File: config.mk
export PLATFORM = sky130hd
export DESIGN_NAME = committed_store_drain
export DESIGN_NICKNAME = d
export VERILOG_FILES = /design/src/rtl/committed_store_drain.sv
export SDC_FILE = /design/constraint.sdc
export NUM_CORES = 2
export LEC_CHECK = 0
export CAP_MARGIN = 10
export CORE_MARGIN = 2
export CORE_UTILIZATION = 58
export CTS_BUF_LIST = sky130_fd_sc_hd__clkbuf_2 sky130_fd_sc_hd__clkbuf_4 sky130_fd_sc_hd__clkbuf_8
export CTS_CLUSTER_DIAMETER = 120
export DETAILED_ROUTE_END_ITERATION = 10
export PLACE_DENSITY_LB_ADDON = 0.1
export SYNTH_ARGS = -nofsm -noshare
export SYNTH_HDL_FRONTEND = slang
export SYNTH_SLANG_ARGS = --single-unit
File: constraint.sdc
create_clock -name clk -period 10.2 [get_ports clk]
set_input_delay 3.06 -clock clk [delete_from_list [all_inputs] [get_ports clk]]
set_output_delay 3.06 -clock clk [all_outputs]
set_load 0.01 [all_outputs]
File: src/rtl/committed_store_drain.sv
// Committed-store buffer: holds retired stores until they are written to the
// dcache one at a time, oldest first, and lets loads forward from pending data.
//
// state  | meaning
// -------+-----------------------------------------------------------------
// S_IDLE | no dcache write outstanding; dmem_* driven to 0
// S_WAIT | head entry presented to dcache, held until dmem_resp
module committed_store_drain #(
    parameter int DEPTH = 8
) (
    input  logic                     clk,
    input  logic                     rst,
    input  logic                     enq_valid,
    input  logic [31:0]              enq_addr,
    input  logic [31:0]              enq_wdata,
    input  logic [3:0]               enq_wmask,
    output logic                     enq_ready,
    output logic [31:0]              dmem_addr,
    output logic [31:0]              dmem_wdata,
    output logic [3:0]               dmem_wmask,
    output logic [3:0]               dmem_rmask,
    input  logic                     dmem_resp,
    input  logic [31:0]              lookup_addr,
    output logic [3:0]               fwd_mask,
    output logic [31:0]              fwd_data,
    output logic [$clog2(DEPTH):0]   count,
    output logic                     empty
);
    localparam int AW = $clog2(DEPTH);

    typedef enum logic {S_IDLE, S_WAIT} state_t;

    state_t        r_state;
    state_t        w_state_nxt;
    logic [29:0]   r_addr  [DEPTH];
    logic [31:0]   r_wdata [DEPTH];
    logic [3:0]    r_wmask [DEPTH];
    logic [AW-1:0] r_head;
    logic [AW-1:0] r_tail;
    logic [AW:0]   r_count;
    logic          w_enq;
    logic          w_pop;
    logic [AW-1:0] w_slot;
    logic          w_unused_bits;

    // Word-offset bits of addresses are meaningless here.
    assign w_unused_bits = ^{enq_addr[1:0], lookup_addr[1:0]};

    assign enq_ready  = (r_count != (AW+1)'(DEPTH));
    assign empty      = (r_count == '0);
    assign count      = r_count;
    assign dmem_rmask = 4'b0000;

    // A zero-mask store carries no data, so it is never allocated.
    assign w_enq = enq_valid && enq_ready && (enq_wmask != 4'b0000);
    assign w_pop = (r_state == S_WAIT) && dmem_resp;

    // Entry payload; occupancy (head/count) decides validity, so no reset.
    always_ff @(posedge clk) begin
        if (w_enq) begin
            r_addr[r_tail]  <= enq_addr[31:2];
            r_wdata[r_tail] <= enq_wdata;
            r_wmask[r_tail] <= enq_wmask;
        end
    end

    // Head/tail pointers and occupancy count.
    always_ff @(posedge clk) begin
        if (rst) begin
            r_head  <= '0;
            r_tail  <= '0;
            r_count <= '0;
        end else begin
            if (w_enq) r_tail <= r_tail + 1'b1;
            if (w_pop) r_head <= r_head + 1'b1;
            case ({w_enq, w_pop})
                2'b10:   r_count <= r_count + 1'b1;
                2'b01:   r_count <= r_count - 1'b1;
                default: r_count <= r_count;
            endcase
        end
    end

    // Drain FSM state register.
    always_ff @(posedge clk) begin
        if (rst) r_state <= S_IDLE;
        else     r_state <= w_state_nxt;
    end

    // Drain FSM next state and dcache request outputs.
    always_comb begin
        w_state_nxt = r_state;
        dmem_addr   = '0;
        dmem_wdata  = '0;
        dmem_wmask  = '0;
        case (r_state)
            S_IDLE: begin
                if (r_count != '0) w_state_nxt = S_WAIT;
            end
            S_WAIT: begin
                dmem_addr  = {r_addr[r_head], 2'b00};
                dmem_wdata = r_wdata[r_head];
                dmem_wmask = r_wmask[r_head];
                if (dmem_resp) w_state_nxt = S_IDLE;
            end
            default: w_state_nxt = S_IDLE;
        endcase
    end

    // Forwarding: walk oldest to youngest so younger matches overwrite lanes.
    always_comb begin
        fwd_mask = '0;
        fwd_data = '0;
        w_slot   = '0;
        for (int i = 0; i < DEPTH; i++) begin
            w_slot = r_head + AW'(i);
            if (((AW+1)'(i) < r_count) && (r_addr[w_slot] == lookup_addr[31:2])) begin
                for (int b = 0; b < 4; b++) begin
                    if (r_wmask[w_slot][b]) begin
                        fwd_mask[b]        = 1'b1;
                        fwd_data[8*b +: 8] = r_wdata[w_slot][8*b +: 8];
                    end
                end
            end
        end
    end
endmodule

Yosys cells after proc, flatten, opt, wreduce, memory -nomap -nowiden

Memory sizes are Yosys's and may differ from the RTL's. A register that Yosys moved wholly into a read port is not among the register bits.
Index checks and enable logic that the tools add are counted.

$add $sub $neg: 10
$mul: 0
Div/mod/pow operators: 0
$lt $le $gt $ge: 8
Eq/ne operators: 11
Shift-type cells: 0
Muxes and demuxes: 95
Bitwise gates (word level): 1
Reduce and logical (&&, ||, !) cells: 15

Operator list:

| cell                                                      | number |
|---|---|
| two-way mux 32 bit                                        | 10 |
| two-way mux 8 bit                                         | 32 |
| equality test 30 bit                                      | 8 |
| two-way mux 1 bit                                         | 36 |
| two-way mux 4 bit                                         | 9 |
| two-way mux 3 bit                                         | 6 |
| less-than comparator 3 x 4 -> 1 bit, first input constant | 4 |
| adder 3 bit, second input constant                        | 4 |
| logical AND 1 bit                                         | 11 |
| less-than comparator 1 x 4 -> 1 bit, first input constant | 2 |
| less-than comparator 2 x 4 -> 1 bit, first input constant | 2 |
| one-hot mux 4 bit (2 select lines)                        | 1 |
| nonzero test 4 bit                                        | 2 |
| adder 3 x 1 -> 3 bit, second input constant               | 2 |
| adder 3 x 2 -> 3 bit, second input constant               | 2 |
| adder 4 x 1 -> 4 bit, second input constant               | 1 |
| logical NOT 4 bit                                         | 1 |
| inequality test 4 bit, second input constant              | 1 |
| subtractor 4 x 1 -> 4 bit, second input constant          | 1 |
| equality test 2 x 1 -> 1 bit, second input constant       | 1 |
| equality test 2 bit, second input constant                | 1 |
| one-hot mux 1 bit (2 select lines)                        | 1 |
| nonzero test 2 bit                                        | 1 |
| NOT 1 bit                                                 | 1 |

Register bits after elaboration: 11
Bits in latches: 0
RAM bits: 528
ROM bits: 0
Input port bits: 104
Output and inout port bits: 114
Word-level logic and storage cells: 147
Memories kept: 3

Memory list:

| memory  | words | width | read ports | clocked after memory_dff | wr ports | line | RTL |
|---|---|---|---|---|---|---|---|
| r_wdata | 8     | 32    | 8          | 1                        | 1        | 36   | `logic [31:0] r_wdata [DEPTH];` |
| r_addr  | 8     | 30    | 8          | 1                        | 1        | 35   | `logic [29:0] r_addr [DEPTH];` |
| r_wmask | 8     | 4     | 8          | 1                        | 1        | 37   | `logic [3:0] r_wmask [DEPTH];` |

Depth between registers and ports, before layout

Depth in word-level cells: 17
Depth in mapped cells: 25
Mapped depth without buffers: 12

Worst setup path after synthesis

OpenSTA, ideal clock, no wires.

Path type: input to register
From: input port enq_wmask[0]
To: memory r_addr[0][0], enable pin
Library setup time: 0.654 ns
Arrival time: 9.671 ns
Required time: 9.546 ns
Slack: -0.125 ns
Stages on the path: 3
Buffers on the path: 0
Path through: or4_1 > nand3_1 > nor4_1

Longest elaborated chain between the ends: 4

RTL lines:

| what                                    | line | RTL |
|---|---|---|
| start, declared                         | 16   | `input logic [3:0] enq_wmask,` |
| nonzero test 4 bit                      | 55   | `assign w_enq = enq_valid && enq_ready && (enq_wmask != 4'b0000);` |
| logical AND 1 bit                       | 55   |  |
| two-way mux 1 bit                       | 60   | `if (w_enq) begin` |
| two-way mux 1 bit (not written as such) | 61   | `r_addr[r_tail] <= enq_addr[31:2];` |
| end, declared                           | 35   |  |

Every way passes these cells.

Worst setup path after layout

From: input port lookup_addr[20]
To: output port fwd_data[20]

Longest elaborated chain between the ends: 17
Elaborated cells between the ends (all ways): 31
Those cells by class: 8 x eq/ne; 15 x mux; 8 x reduce/logical

RTL lines:

| what                   | line | RTL |
|---|---|---|
| start, declared        | 23   | `input logic [31:0] lookup_addr,` |
| equality test 30 bit   | 117  | `if (((AW+1)'(i) < r_count) && (r_addr[w_slot] == lookup_addr[31:2])) begin` |
| logical AND 1 bit      | 117  |  |
| two-way mux 32 bit     | 117  |  |
| two-way mux 8 bit      | 119  | `if (r_wmask[w_slot][b]) begin` |
| two-way mux 32 bit     | 117  |  |
| two-way mux 8 bit      | 119  |  |
| two-way mux 32 bit     | 117  |  |
| two-way mux 8 bit      | 119  |  |
| two-way mux 32 bit     | 117  |  |
| two-way mux 8 bit      | 119  |  |
| two-way mux 32 bit     | 117  |  |
| two-way mux 8 bit      | 119  |  |
| two-way mux 32 bit     | 117  |  |
| two-way mux 8 bit      | 119  |  |
| two-way mux 32 bit     | 117  |  |
| two-way mux 8 bit      | 119  |  |
| two-way mux 32 bit (*) | 117  |  |
| end, declared          | 25   | `output logic [31:0] fwd_data,` |

Every way passes the cells marked *; elsewhere a longest branch is shown, timed or not.

==> impl_metrics.json <==
{
  "crit_required_ns": 7.14,
  "layout.cells.non_filler": 5154,
  "placed_cell_area_um2": 49200,
  "grt_pass1_vias": 37100,
  "async_reset_ff_frac": 0,
  "synth_cell_types": 82,
  "clkTransAtPathRegs_ns": 0.06,
  "htreeDepth": 3,
  "yosysTopAreaCellShare": 0.356,
  "cp.arrival_ns": 7.15,
  "drv_cap": 0,
  "detail_route.vias_per_cell": 7.63,
  "hold_viol_final": 0,
  "worst_setup_path_start_kind": "input pin",
  "synth_compound_area_frac": 0.122,
  "grtUsageTotal": 0.431,
  "tightest_slew_ns": 1.26,
  "insertion_delay_ns": 0.75,
  "cts_root_buf": "clkbuf_8",
  "drive_gt1_frac": 0.277,
  "synth_xor_area_frac": 0.0422,
  "yosys.area_share.adder": 0.00197,
  "layout.nets": 4155,
  "dp_cells": 4972,
  "synth_top_family_by_area": "multiplexers",
  "min_period_ns": 10.21,
  "drt_iter0_drc": 6492,
  "multi_input_area_um2": 27100,
  "fillCellCount": 5514,
  "dpl.hpwl_um": 119000,
  "postCtsHoldBufs": 0,
  "core.rowCount": 101,
  "cts.path.max_buffers": 3,
  "synthSimpleGateAreaFrac": 0.111,
  "cts.sinks": 542,
  "drt_first_pass_iters": 8,
  "routedWlPerCell_um": 33.4,
  "grt_start_max_net_pins": 144,
  "ys_ff_latch": 542,
  "slew_viol_final": 0,
  "overflow": 0,
  "setup_viol": 1,
  "core_um2": 75900,
  "post-route-drc-count": 0,
  "io_pins": 218,
  "grt_pass1_wl_um": 250000,
  "cellPowerDensity_nw_per_um2": 157,
  "antenna_found_initial": 12,
  "place_ws_ns": -0.184,
  "synth_ff_type": "edfxtp_1",
  "ant_nets": 0,
  "cts_tree": "built",
  "ir_worst_vdd_uv": 275,
  "die_w_um": 281,
  "io_buffer_count": 207,
  "status": "complete, but fails checks",
  "initial_core_util": 0.587,
  "postLayoutCellArea_um2": 51400,
  "failed_checks": "setup timing",
  "fin_crit_sh": 1.00,
  "fp.dieH_um": 281,
  "cts_buffers": 91,
  "gp_congestion": 1.06,
  "syn_area_um2": 44600,
  "hp-class": "flip-flop to flip-flop",
  "regArea_um2": 16200,
  "finClkSkew_ns": 0.0256,
  "syn_area_per_cell_um2": 11.8,
  "setup_ws_ns": -0.00512,
  "synthCells": 3769,
  "synth_edf_count": 528,
  "vias": 39300,
  "end_kind": "output port",
  "synth_largest_area_cell": "edfxtp_1",
  "dieArea_um2": 79100,
  "seq_area_frac_synth": 0.362,
  "wl_um": 172000,
  "finish.utilization": 0.677,
  "crit_type": "input pin to output port",
  "area_growth_pct": 15.4,
  "synth_area_leaders": "edfxtp_1, mux4_2, mux2i_1, nand2_1, xnor2_1",
  "yosysWarnings": 0,
  "relSlewSlack": 0.135,
  "timing.critical_path.fanout_max": 10,
  "synthMuxAreaShare": 0.321,
  "leakagePower_uw": 0.0161,
  "clock.fmax_mhz": 98.0
}
## layout by cell type (no fill, tap or decap), types with 98 or more instances in the layout
| cell | netlist | routed |
|---|---|---|
| buf_4 | 14 | 293 |
| nand2_1 | 450 | 448 |
| mux4_2 | 421 | 421 |
| clkdlybuf4s50_1 | 0 | 192 |
| nand3_1 | 120 | 119 |
| mux2i_1 | 345 | 345 |
| a22oi_1 | 100 | 98 |
| edfxtp_1 | 528 | 528 |
| mux2_2 | 123 | 123 |
| xnor2_1 | 163 | 155 |
| o21ai_0 | 98 | 98 |
## routing by layer
metal | part of all wire | global-route usage | wire length [um]
met5 | 0.00066 | 0 | 113
met4 | 0.042 | 0.147 | 7310
met3 | 0.15 | 0.123 | 25300
met2 | 0.43 | 0.625 | 73800
met1 | 0.38 | 0.624 | 65700
## stage by stage
step            TNS, ns  power, uW  hold WS (ns)
2_1_floorplan         0       4860         0.507
3_3_place_gp      -1.76       5870         0.554
3_5_place_dp      -2.58       5930         0.589
4_1_cts               0       7960         0.603
5_1_grt          -0.126       8320         0.643
6_report       -0.00512       8080         0.602
## Yosys cell counts, types with 36 or more instances
master	count
edfxtp_1	528
nand2_1	450
mux4_2	421
mux2i_1	345
xnor2_1	163
clkbuf_1	161
mux2_2	123
nand3_1	120
a22oi_1	100
o21ai_0	98
buf_2	84
nor2b_1	78
buf_1	70
nor2_1	67
and2_1	59
a211oi_1	54
xor2_1	52
o2111ai_1	44
o221ai_1	42
a21oi_1	41
a31oi_1	41
o22ai_1	41
o211ai_1	40
a2111oi_0	39
nand4_1	38
or2_2	36
## power breakdown
part / leakage, uW / internal, uW / switching (uW)
logic: 0.0102 / 1480 / 1940
registers: 0.00491 / 2520 / 111
clock network: 0.000977 / 1080 / 956
## cell type report
type	count	area share
diodes	7	0.000341
clock buffers	120	0.0287
clock inverters	46	0.00740
inverters	25	0.00197
multi-input cells	2855	0.527
flip-flops and latches	542	0.314
well taps	1030	0.0251
repair buffers	529	0.0952
## what timing repair did
action                                  4_1_cts  5_1_grt
gates cloned                                  0        1
endpoints found under the hold margin         0        0
resized for setup                             9       55
pin swaps                                     1        8
buffers inserted                              0        8
endpoints found under the setup margin       32       32
## critical path, stage by stage
cell	delay [ns]
clkdlybuf4s50_1	0.49
buf_4	0.19
xnor2_1	0.23
a2111oi_4	0.56
buf_4	0.19
o2111ai_1	0.09
buf_4	0.19
nor4_4	0.32
buf_12	0.24
nand2_4	0.13
o311ai_0	0.20
a31oi_1	0.14
o311ai_1	0.36
buf_4	0.18
clkdlybuf4s50_1	0.53
## logic make-up (layout without fill, tap and decap cells)
kind of cell	after synthesis	in the layout
buf+inv	377	720
xor+xnor	215	215
other cells	1	13
simple gates	1003	1003
flops	542	542
compound gates	735	735
mux	889	889
fa+ha+maj	7	7
## worst paths after layout
path | start | end | slack [ns] | depth (start not counted)
worst min register to register | r_tail[1]$_SDFFE_PP0P_ | r_tail[1]$_SDFFE_PP0P_ | 0.60 | 2
worst max register to register | count[0]$_SDFFE_PP0P_ | r_wdata[5][23]$_DFFE_PP_ | 6.34 | 8
worst max-delay path | lookup_addr[20] | fwd_data[20] | -0.005 | 15
worst min-delay path | r_tail[1]$_SDFFE_PP0P_ | r_tail[1]$_SDFFE_PP0P_ | 0.60 | 2
## sequential cells by signal (all words and copies together) (netlist names), named ones only
name	flops
count	4
r_addr	240
r_head	3
r_state	1
r_tail	3
r_wdata	256
r_wmask	32
Power figures use the tool's default switching activity.
